## config.mk

```make
export PLATFORM = sky130hd
export DESIGN_NAME = viterbi_frame_ctrl
export DESIGN_NICKNAME = d
export VERILOG_FILES = /design/src/rtl/viterbi_pkg.sv /design/src/rtl/viterbi_err_lfsr.sv /design/src/rtl/viterbi_frame_ctrl.sv
export SDC_FILE = /design/constraint.sdc
export NUM_CORES = 1
export LEC_CHECK = 0
export ABC_CLOCK_PERIOD_IN_PS = 4700
export BUFFER_PORTS_ARGS = -buffer_cell sky130_fd_sc_hd__buf_2
export CORE_MARGIN = 4
export CORE_UTILIZATION = 40
export CTS_CLUSTER_DIAMETER = 120
export CTS_CLUSTER_SIZE = 30
export DETAILED_ROUTE_END_ITERATION = 8
export PLACE_DENSITY = 0.65
export SYNTH_ARGS = -nofsm -noshare
export SYNTH_HDL_FRONTEND = slang
export SYNTH_SLANG_ARGS = --single-unit
```

## constraint.sdc

```tcl
create_clock -name clk -period 4.7 [get_ports clk]
set_input_delay 0.47 -clock clk [delete_from_list [all_inputs] [get_ports clk]]
set_output_delay 0.47 -clock clk [all_outputs]
set_load 0.1 [all_outputs]
```

## src/rtl/viterbi_pkg.sv

```systemverilog
// Shared types and constants for the Viterbi frame controller and its error-injection LFSR.
package viterbi_pkg;

  typedef enum logic [2:0] {
    IDLE  = 3'd0,
    DATA  = 3'd1,
    TAIL  = 3'd2,
    DRAIN = 3'd3,
    DONE  = 3'd4
  } frame_state_t;

  localparam int          CNT_W     = 16;
  localparam logic [15:0] LFSR_SEED = 16'hACE1;
  // Fibonacci taps for x^16 + x^14 + x^13 + x^11 + 1 (register bits 15, 13, 12, 10)
  localparam logic [15:0] LFSR_TAPS = 16'hB400;

  function automatic logic [CNT_W-1:0] sat_add(input logic [CNT_W-1:0] a, input logic [1:0] b);
    logic [CNT_W:0] sum;
    sum = {1'b0, a} + {{(CNT_W-1){1'b0}}, b};
    return sum[CNT_W] ? {CNT_W{1'b1}} : sum[CNT_W-1:0];
  endfunction

  function automatic logic [1:0] popcount2(input logic [1:0] m);
    return {m[1] & m[0], m[1] ^ m[0]};
  endfunction

endpackage

```

## src/rtl/viterbi_err_lfsr.sv

```systemverilog
// 16-bit Fibonacci LFSR driving error injection; reloads the seed on reseed_i, steps on adv_i.
module viterbi_err_lfsr
  import viterbi_pkg::*;
(
  input  logic        clk,
  input  logic        rst,
  input  logic        adv_i,
  input  logic        reseed_i,
  output logic [15:0] q_o
);

  logic [15:0] lfsr_reg;

  always_ff @(posedge clk or negedge rst) begin
    if (!rst) begin
      lfsr_reg <= LFSR_SEED;
    end else if (reseed_i) begin
      lfsr_reg <= LFSR_SEED;
    end else if (adv_i) begin
      lfsr_reg <= {lfsr_reg[14:0], ^(lfsr_reg & LFSR_TAPS)};
    end
  end

  assign q_o = lfsr_reg;

endmodule

```

## src/rtl/viterbi_frame_ctrl.sv

```systemverilog
// Frame sequencer for an encoder -> channel -> Viterbi decoder loop: DATA, zero TAIL, decoder DRAIN.
// Define VITERBI_ERR_INJECT_EN to build the LFSR-driven channel error mask and error counter.
module viterbi_frame_ctrl
  import viterbi_pkg::*;
#(
  parameter int FRAME_LEN = 256,
  parameter int TAIL_LEN  = 2,
  parameter int DEC_LAT   = 64,
  parameter int ERR_N     = 3
) (
  input  logic        clk,
  input  logic        rst,
  input  logic        start_i,
  input  logic        data_i,
  output logic        enc_en_o,
  output logic        enc_d_o,
  output logic        dec_en_o,
  output logic [1:0]  err_mask_o,
  output logic        busy_o,
  output logic        done_o,
  output logic [15:0] word_ct_o,
  output logic [15:0] err_ct_o
);

  localparam logic [CNT_W-1:0] DATA_LAST  = CNT_W'(FRAME_LEN - 1);
  localparam logic [CNT_W-1:0] TAIL_LAST  = CNT_W'((TAIL_LEN > 0) ? TAIL_LEN - 1 : 0);
  localparam logic [CNT_W-1:0] DRAIN_LAST = CNT_W'(DEC_LAT - 1);

  if (FRAME_LEN < 1 || FRAME_LEN > 65535 || TAIL_LEN < 0 || TAIL_LEN > 15 ||
      DEC_LAT < 1 || DEC_LAT > 1023 || ERR_N < 1 || ERR_N > 8) begin : g_bad_params
    $error("viterbi_frame_ctrl: parameter out of range");
  end

  frame_state_t     state_reg, state_next;
  logic [CNT_W-1:0] phase_ct_reg, phase_ct_next;
  logic             dec_en_reg;
  logic [CNT_W-1:0] word_ct_reg;
  logic             start_ok;

  // phase_ct holds the number of cycles left in the current phase, minus one
  always_comb begin
    state_next    = state_reg;
    phase_ct_next = phase_ct_reg;
    start_ok      = 1'b0;
    enc_en_o      = 1'b0;
    enc_d_o       = 1'b0;
    busy_o        = 1'b1;
    done_o        = 1'b0;
    case (state_reg)
      IDLE: begin
        busy_o = 1'b0;
        if (start_i) begin
          start_ok      = 1'b1;
          state_next    = DATA;
          phase_ct_next = DATA_LAST;
        end
      end
      DATA: begin
        enc_en_o = 1'b1;
        enc_d_o  = data_i;
        if (phase_ct_reg == '0) begin
          if (TAIL_LEN == 0) begin
            state_next    = DRAIN;
            phase_ct_next = DRAIN_LAST;
          end else begin
            state_next    = TAIL;
            phase_ct_next = TAIL_LAST;
          end
        end else begin
          phase_ct_next = phase_ct_reg - 1'b1;
        end
      end
      TAIL: begin
        enc_en_o = 1'b1;
        if (phase_ct_reg == '0) begin
          state_next    = DRAIN;
          phase_ct_next = DRAIN_LAST;
        end else begin
          phase_ct_next = phase_ct_reg - 1'b1;
        end
      end
      DRAIN: begin
        if (phase_ct_reg == '0) begin
          state_next = DONE;
        end else begin
          phase_ct_next = phase_ct_reg - 1'b1;
        end
      end
      DONE: begin
        done_o     = 1'b1;
        state_next = IDLE;
      end
      default: begin
        busy_o     = 1'b0;
        state_next = IDLE;
      end
    endcase
  end

  always_ff @(posedge clk or negedge rst) begin
    if (!rst) begin
      state_reg    <= IDLE;
      phase_ct_reg <= '0;
      dec_en_reg   <= 1'b0;
      word_ct_reg  <= '0;
    end else begin
      state_reg    <= state_next;
      phase_ct_reg <= phase_ct_next;
      dec_en_reg   <= enc_en_o;
      if (start_ok) begin
        word_ct_reg <= '0;
      end else if (enc_en_o) begin
        word_ct_reg <= sat_add(word_ct_reg, 2'd1);
      end
    end
  end

  assign dec_en_o  = dec_en_reg;
  assign word_ct_o = word_ct_reg;

`ifdef VITERBI_ERR_INJECT_EN
  localparam logic [15:0] HIT_MASK = 16'((1 << ERR_N) - 1);

  logic [15:0]      lfsr_q;
  logic [1:0]       mask_reg, mask_next;
  logic [CNT_W-1:0] err_ct_reg;

  viterbi_err_lfsr u_err_lfsr (
    .clk      (clk),
    .rst      (rst),
    .adv_i    (enc_en_o),
    .reseed_i (start_ok),
    .q_o      (lfsr_q)
  );

  // Mask is computed from the LFSR value before it steps, so it lines up with dec_en
  always_comb begin
    mask_next = 2'b00;
    if (enc_en_o && ((lfsr_q & HIT_MASK) == HIT_MASK)) begin
      mask_next = lfsr_q[ERR_N+1 -: 2];
    end
  end

  always_ff @(posedge clk or negedge rst) begin
    if (!rst) begin
      mask_reg   <= 2'b00;
      err_ct_reg <= '0;
    end else begin
      mask_reg <= mask_next;
      if (start_ok) begin
        err_ct_reg <= '0;
      end else begin
        err_ct_reg <= sat_add(err_ct_reg, popcount2(mask_reg));
      end
    end
  end

  assign err_mask_o = mask_reg;
  assign err_ct_o   = err_ct_reg;
`else
  assign err_mask_o = 2'b00;
  assign err_ct_o   = '0;
`endif

endmodule
```

==> results of run 1 <==
-- cell families (layout without fill, tap and decap cells) --
family	Yosys count	after routing	share of synthesized area [%]
muxes	1	1	0.439
DFF	36	36	39.5
xor gates and xnor gates	7	7	2.69
AOI/OAI and AO/OA	72	72	19.5
and+or+nand+nor	107	107	26.8
buffers and inverters	38	43	9.32
adders and majority gates	3	3	1.64
other	1	18	0.164
-- area by class of cell --
| cell class | count | area [µm²] |
|---|---|---|
| clock buffer | 6 | 72.6 |
| sequential | 36 | 901 |
| inverter | 11 | 41.3 |
| timing repair buffer | 24 | 120 |
| fill | 536 | 3010 |
| multi-input combinational | 208 | 1230 |
| clock inverter | 2 | 35.0 |
| tap | 72 | 90.1 |
-- Yosys cell counts, types with 2 or more instances --
cell type / instances
a211oi_1: 2
o21ai_1: 22
o21a_1: 4
o31a_1: 2
xor2_1: 6
clkbuf_1: 7
nand4_1: 6
nand3_1: 8
or3_1: 3
a32o_1: 2
nor3_1: 15
nand2b_1: 2
nor4_1: 5
or4_4: 2
nor2_1: 23
nor4b_2: 2
ha_1: 3
o21ai_0: 10
o211ai_1: 3
o41ai_1: 2
buf_2: 2
dfrtp_1: 36
inv_2: 2
and3_1: 2
a21o_1: 2
nand2_1: 20
and4_1: 3
a31oi_1: 3
and2_1: 3
inv_1: 9
buf_4: 18
a21oi_1: 12
-- report_power, final --
| group | switching [mW] | internal, mW |
|---|---|---|
| clock network | 0.113 | 0.157 |
| registers | 0.167 | 0.429 |
| logic | 0.755 | 0.237 |
-- per-layer routing --
layer  global-route usage, %  part of all wire, %
met4                    6.58                  2.1
met1                    21.1                   47
met2                    22.0                   43
met5                       0                    0
met3                    3.85                  7.9
-- final timing paths --
path	start	endpoint	cells past startpoint
max in group asynchronous	rst	phase_ct_reg[12]$_DFFE_PN0P_	1
setup reg to reg	word_ct_o[0]$_DFFE_PN0P_	word_ct_o[4]$_DFFE_PN0P_	6
min in group clk	word_ct_o[11]$_DFFE_PN0P_	word_ct_o[11]$_DFFE_PN0P_	2
hold / removal	rst	word_ct_o[6]$_DFFE_PN0P_	1
hold reg to reg	word_ct_o[11]$_DFFE_PN0P_	word_ct_o[11]$_DFFE_PN0P_	2
setup / recovery	state_reg[1]$_DFFE_PN0P_	enc_en_o	4
-- worst max-delay path, stage by stage, from the launching register on --
cell	delay [ns]
dfrtp_1	0.53
xor2_1	0.17
nand2b_1	0.26
inv_2	0.37
buf_2	0.50
-- per-stage QoR --
| step | cells | utilization (%) | total power [mW] |
|---|---|---|---|
| CTS | 359 | 45.3 | 1.86 |
| global placement | 351 | 43.3 | 1.58 |
| detailed placement | 351 | 43.3 | 1.59 |
| finish | 359 | 45.3 | 1.86 |
| floorplan | 282 | - | 1.43 |
| global route | 359 | 45.3 | 1.98 |
==> flow_summary.json, run 1 <==
{
  "finalSetupViolCount": 0,
  "diodes": 0,
  "placed_area_um2": 2380,
  "holdBufCountCts": 0,
  "worstPathArrival_ns": 2.13,
  "numPortBuffers": 24,
  "vias": 1987,
  "yosysUniqueCellTypes": 56,
  "maxSlewViolCount": 0,
  "status": "complete, no violations",
  "end_kind": "output port",
  "drtPass1Iterations": 4,
  "num_rows": 27,
  "yosys.area.top_type": "dfrtp_1",
  "track_usage_pct": 15.1,
  "finalHoldViolCount": 0,
  "cts_inserted_buffers": 5,
  "startpoint_type": "flop",
  "rsz0062_at_grt": "false",
  "drv_cap": 0,
  "layout_commonest_cell": "dfrtp_1",
  "finalCritPeriodShare_pct": 55.4,
  "holdWs_ns": 0.259,
  "tns_ns": 0,
  "remaining_drc_errors": 0,
  "hpwl_um": 3690,
  "cts_setup_buffers": 0,
  "yosys-top-cells-area": "dfrtp_1 39%, buf_4 5.9%, o21ai_1 4.8%, nor2_1 3.8%, nand2_1 3.3%",
  "areaGrowthSynthToFinish_pct": 9.21,
  "clock_latency_ns": 0.29,
  "clkTransAtPathRegs_ns": 0.08,
  "finalWeightedCongestion": 0.867,
  "ys.flop_type": "dfrtp_1",
  "min_path_type": "in2async",
  "cp.required_ns": 4.23,
  "max_freq_mhz": 384,
  "syn_inst": 265,
  "antenna_found_initial": 0,
  "synth_top_area_share_pct": 39.5,
  "r2r_setup_slack_ns": 2.44,
  "routed_wl_um": 5100,
  "core-area_um2": 5510,
  "p_per_area_nw_per_um2": 746,
  "avgSynthCellArea_um2": 8.61,
  "die_x_um": 83.5,
  "drt_iter0_markers": 119,
  "async_reset_ff_share_pct": 100,
  "ys_seq_area_share_pct": 39.5,
  "io-pin-count": 43,
  "mostFrequentLayoutCells": "36 x dfrtp_1, 24 x buf_2, 23 x nor2_1, 22 x o21ai_1, 20 x nand2_1",
  "grt_max_degree": 37,
  "clock_sinks": 36,
  "antenna_left": 0,
  "cts_resized": 0,
  "cts_root_buf": "clkbuf_8",
  "die_h_um": 83.5,
  "synth_edf_count": 0,
  "cts_tree": "built",
  "ys_ff_latch": 36,
  "syn_area_um2": 2280,
  "start_util_pct": 41.4,
  "ys_warn_count": 0,
  "setup_slack_ns": 2.10,
  "p_leak_nw": 1.12,
  "die_area_um2": 6980,
  "worst_pin_slew_ns": 0.878,
  "drive_gt1_share_pct": 15.3,
  "finalWorstPathRequiredPeriod_ns": 2.60,
  "final_area_um2": 2490,
  "pre_cts_ws_ns": 2.42,
  "grt_pass1_wl_um": 8730,
  "path_max_fanout": 24,
  "max_slew_margin_pct": 41.3,
  "cts_buffer_depth": 2,
  "viasPerCell": 5.53,
  "critical_path_class": "reg2out",
  "first_global_vias": 1784,
  "routedWlPerCell_um": 14.2,
  "peakVddDrop_v": 0.000330,
  "overflow": 0,
  "finClkSkew_ns": 0.0100,
  "nNetsFinal": 293,
  "h-tree-depth": 2
}
Power figures use the tool's default switching activity.
==> inputs of run 2 (changes only) <==
--- a/config.mk
+++ b/config.mk
@@ -5,14 +5,15 @@
 export SDC_FILE = /design/constraint.sdc
 export NUM_CORES = 1
 export LEC_CHECK = 0
-export ABC_CLOCK_PERIOD_IN_PS = 4700
+export ABC_AREA = 1
+export ABC_CLOCK_PERIOD_IN_PS = 2470
 export BUFFER_PORTS_ARGS = -buffer_cell sky130_fd_sc_hd__buf_2
 export CORE_MARGIN = 4
 export CORE_UTILIZATION = 40
 export CTS_CLUSTER_DIAMETER = 120
 export CTS_CLUSTER_SIZE = 30
 export DETAILED_ROUTE_END_ITERATION = 8
-export PLACE_DENSITY = 0.65
+export PLACE_DENSITY = 0.64
 export SYNTH_ARGS = -nofsm -noshare
 export SYNTH_HDL_FRONTEND = slang
 export SYNTH_SLANG_ARGS = --single-unit
==> constraint.sdc (replaced) <==
create_clock -name clk -period 2.47 [get_ports clk]
set_input_delay 0.247 -clock clk [delete_from_list [all_inputs] [get_ports clk]]
set_output_delay 0.247 -clock clk [all_outputs]
set_load 0.1 [all_outputs]
==> run 2 against run 1 <==
Compared with the run above: utilization grew 0.35 points; clock skew shrank 0.0033 ns; synthesized cell count grew 35%; critical path depth grew 1; hold slack lost 0.22 ns; first-iteration DRC count shrank 20%; non-clock buffer count grew 2; setup slack lost 1.7 ns; largest cell class unchanged; highest routed layer unchanged.
==> flow_summary.json, run 2 <==
{
  "min_path_type": "in2async",
  "clock_latency_ns": 0.29,
  "cp.required_ns": 2.22,
  "cts_inserted_buffers": 5,
  "drive_gt1_share_pct": 17.9,
  "status": "complete, no violations",
  "grt_max_degree": 37,
  "layout_commonest_cell": "nand2_1",
  "clock_sinks": 36,
  "mostFrequentLayoutCells": "100 x nand2_1, 41 x nor2_1, 37 x inv_1, 36 x dfrtp_1, 24 x buf_2",
  "finalSetupViolCount": 0,
  "worstPathArrival_ns": 1.81,
  "finalHoldViolCount": 0,
  "max_slew_margin_pct": 45.8,
  "cts_resized": 0,
  "finalWorstPathRequiredPeriod_ns": 2.06,
  "num_rows": 28,
  "routed_wl_um": 5530,
  "synth_top_area_share_pct": 36.1,
  "vias": 2222,
  "startpoint_type": "flop",
  "maxSlewViolCount": 0,
  "numPortBuffers": 24,
  "yosys.area.top_type": "dfrtp_1",
  "ff2ff_path_depth": 8,
  "async_reset_ff_share_pct": 100,
  "start_util_pct": 41.7,
  "crit_buf_inv": 2,
  "syn_area_um2": 2500,
  "synth_most_common_cell": "nand2_1",
  "rr_endpoint": "word_ct_o[12]$_DFFE_PN0P_",
  "cts_buffer_depth": 2,
  "syn_inst": 357,
  "antenna_found_initial": 0,
  "rr_startpoint": "state_reg[0]$_DFFE_PN0P_",
  "finalCritPeriodShare_pct": 83.3,
  "die_area_um2": 7570,
  "critPathSlowestCell": "dfrtp_1",
  "r2r_setup_slack_ns": 0.69,
  "io-pin-count": 43,
  "cts_root_buf": "clkbuf_8",
  "yosys-top-cells-area": "dfrtp_1 36%, nand2_1 15%, nor2_1 6.2%, inv_1 5.6%, buf_4 5.4%",
  "max_freq_mhz": 486,
  "avgSynthCellArea_um2": 6.99,
  "die_h_um": 87.0,
  "critical_path_class": "reg2out",
  "finClkSkew_ns": 0.00677,
  "ys_top_cells_by_count": "100 x nand2_1, 41 x nor2_1, 37 x inv_1",
  "synth_edf_count": 0,
  "antenna_left": 0,
  "drt_iter0_markers": 95,
  "worst_pin_slew_ns": 0.813,
  "tns_ns": 0,
  "track_usage_pct": 15.6,
  "yosysUniqueCellTypes": 32,
  "crit_chain": "nor2_2 -> inv_1 -> o21ai_2 -> or2_2 -> buf_2",
  "finalWeightedCongestion": 0.800,
  "grt_pass1_wl_um": 9420,
  "path_max_fanout": 5,
  "nNetsFinal": 392,
  "first_global_vias": 2026,
  "diodes": 0,
  "ys_ff_latch": 36,
  "die_x_um": 87.0,
  "areaGrowthSynthToFinish_pct": 9.47,
  "cts_setup_buffers": 0,
  "routedWlPerCell_um": 12.0,
  "ys.flop_type": "dfrtp_1",
  "cts_tree": "built",
  "overflow": 0,
  "cp_top_family": "buffers and inverters",
  "ys_seq_area_share_pct": 36.1,
  "core-area_um2": 5990,
  "end_kind": "output port",
  "rsz0062_at_grt": "false",
  "hpwl_um": 4140,
  "drtPass1Iterations": 4,
  "h-tree-depth": 2,
  "clkTransAtPathRegs_ns": 0.08,
  "nFillCells": 613,
  "viasPerCell": 4.82,
  "ys_warn_count": 0,
  "holdBufCountCts": 0,
  "critPathMaxStageDelay_ns": 0.47,
  "remaining_drc_errors": 0,
  "drv_cap": 0
}
## run 2: cells by family (layout without fill, tap and decap cells)
| kind of cell | Yosys count | count (layout) | synth area share [%] |
|---|---|---|---|
| simple gates | 195 | 195 | 34.4 |
| buf+inv | 68 | 80 | 13.3 |
| compound gates | 42 | 42 | 10.3 |
| flops | 36 | 36 | 36.1 |
| xor+xnor | 12 | 12 | 4.21 |
| fa+ha+maj | 3 | 3 | 1.50 |
| other cells | 1 | 18 | 0.150 |
## run 2: per-stage QoR
| step | cell area [µm²] | util [%] | instances | setup slack (ns) | hold WS (ns) |
|---|---|---|---|---|---|
| 6_report | 2730 | 45.6 | 461 | 0.412 | 0.0364 |
| 5_1_grt | 2730 | 45.6 | 461 | 0.304 | 0.120 |
| 4_1_cts | 2730 | 45.6 | 461 | 0.405 | 0.0799 |
| 3_5_place_dp | 2640 | 44.1 | 453 | 0.677 | 0.398 |
| 3_3_place_gp | 2640 | 44.1 | 453 | 0.698 | 0.388 |
| 2_1_floorplan | 2570 | - | 374 | 0.277 | -0.0486 |
## run 2: per-layer routing
layer	GRT usage (%)	vias to the layer above	wire length (µm)
met5	0	-	0
met4	4.96	0	48
met3	3.12	4	180
met2	25.5	41	2700
met1	20.6	1024	2600
li1	-	1153	-
## run 2: worst reg2reg max path, stage by stage (launching register included)
cell and delay [ns]:
dfrtp_1 0.47, nor2_2 0.21, nand2_1 0.10, nand2_2 0.19, inv_2 0.15, nand2_1 0.27, o21ai_0 0.15, nand2_1 0.08
nand2_1 0.05
## run 2: how the worst max path moves through the flow
| stage | end | slack, ns | depth (start not counted) | start |
|---|---|---|---|---|
| final | busy_o | 0.41 | 5 | state_reg[0]$_DFFE_PN0P_ |
| after global routing | busy_o | 0.30 | 5 | state_reg[0]$_DFFE_PN0P_ |
| after CTS | busy_o | 0.40 | 5 | state_reg[0]$_DFFE_PN0P_ |
| after detailed placement | word_ct_o[12]$_DFFE_PN0P_ | 0.68 | 8 | state_reg[0]$_DFFE_PN0P_ |
| after global placement | word_ct_o[12]$_DFFE_PN0P_ | 0.70 | 8 | state_reg[1]$_DFFE_PN0P_ |
| after floorplan | enc_d_o | 0.28 | 3 | state_reg[1]$_DFFE_PN0P_ |
## run 2: cell type report
class	count	area [µm²]	share of cell area (%)
multi-input cells	270	1340	48.9
clock buffers	5	68.8	2.52
clock inverters	3	23.8	0.870
flip-flops and latches	36	901	33.0
well taps	75	93.8	3.43
inverters	46	173	6.32
repair buffers	26	135	4.95
Power of run 2 is not shown: default switching activity piles up to over one toggle a cycle in this logic, so the estimate is an artifact.
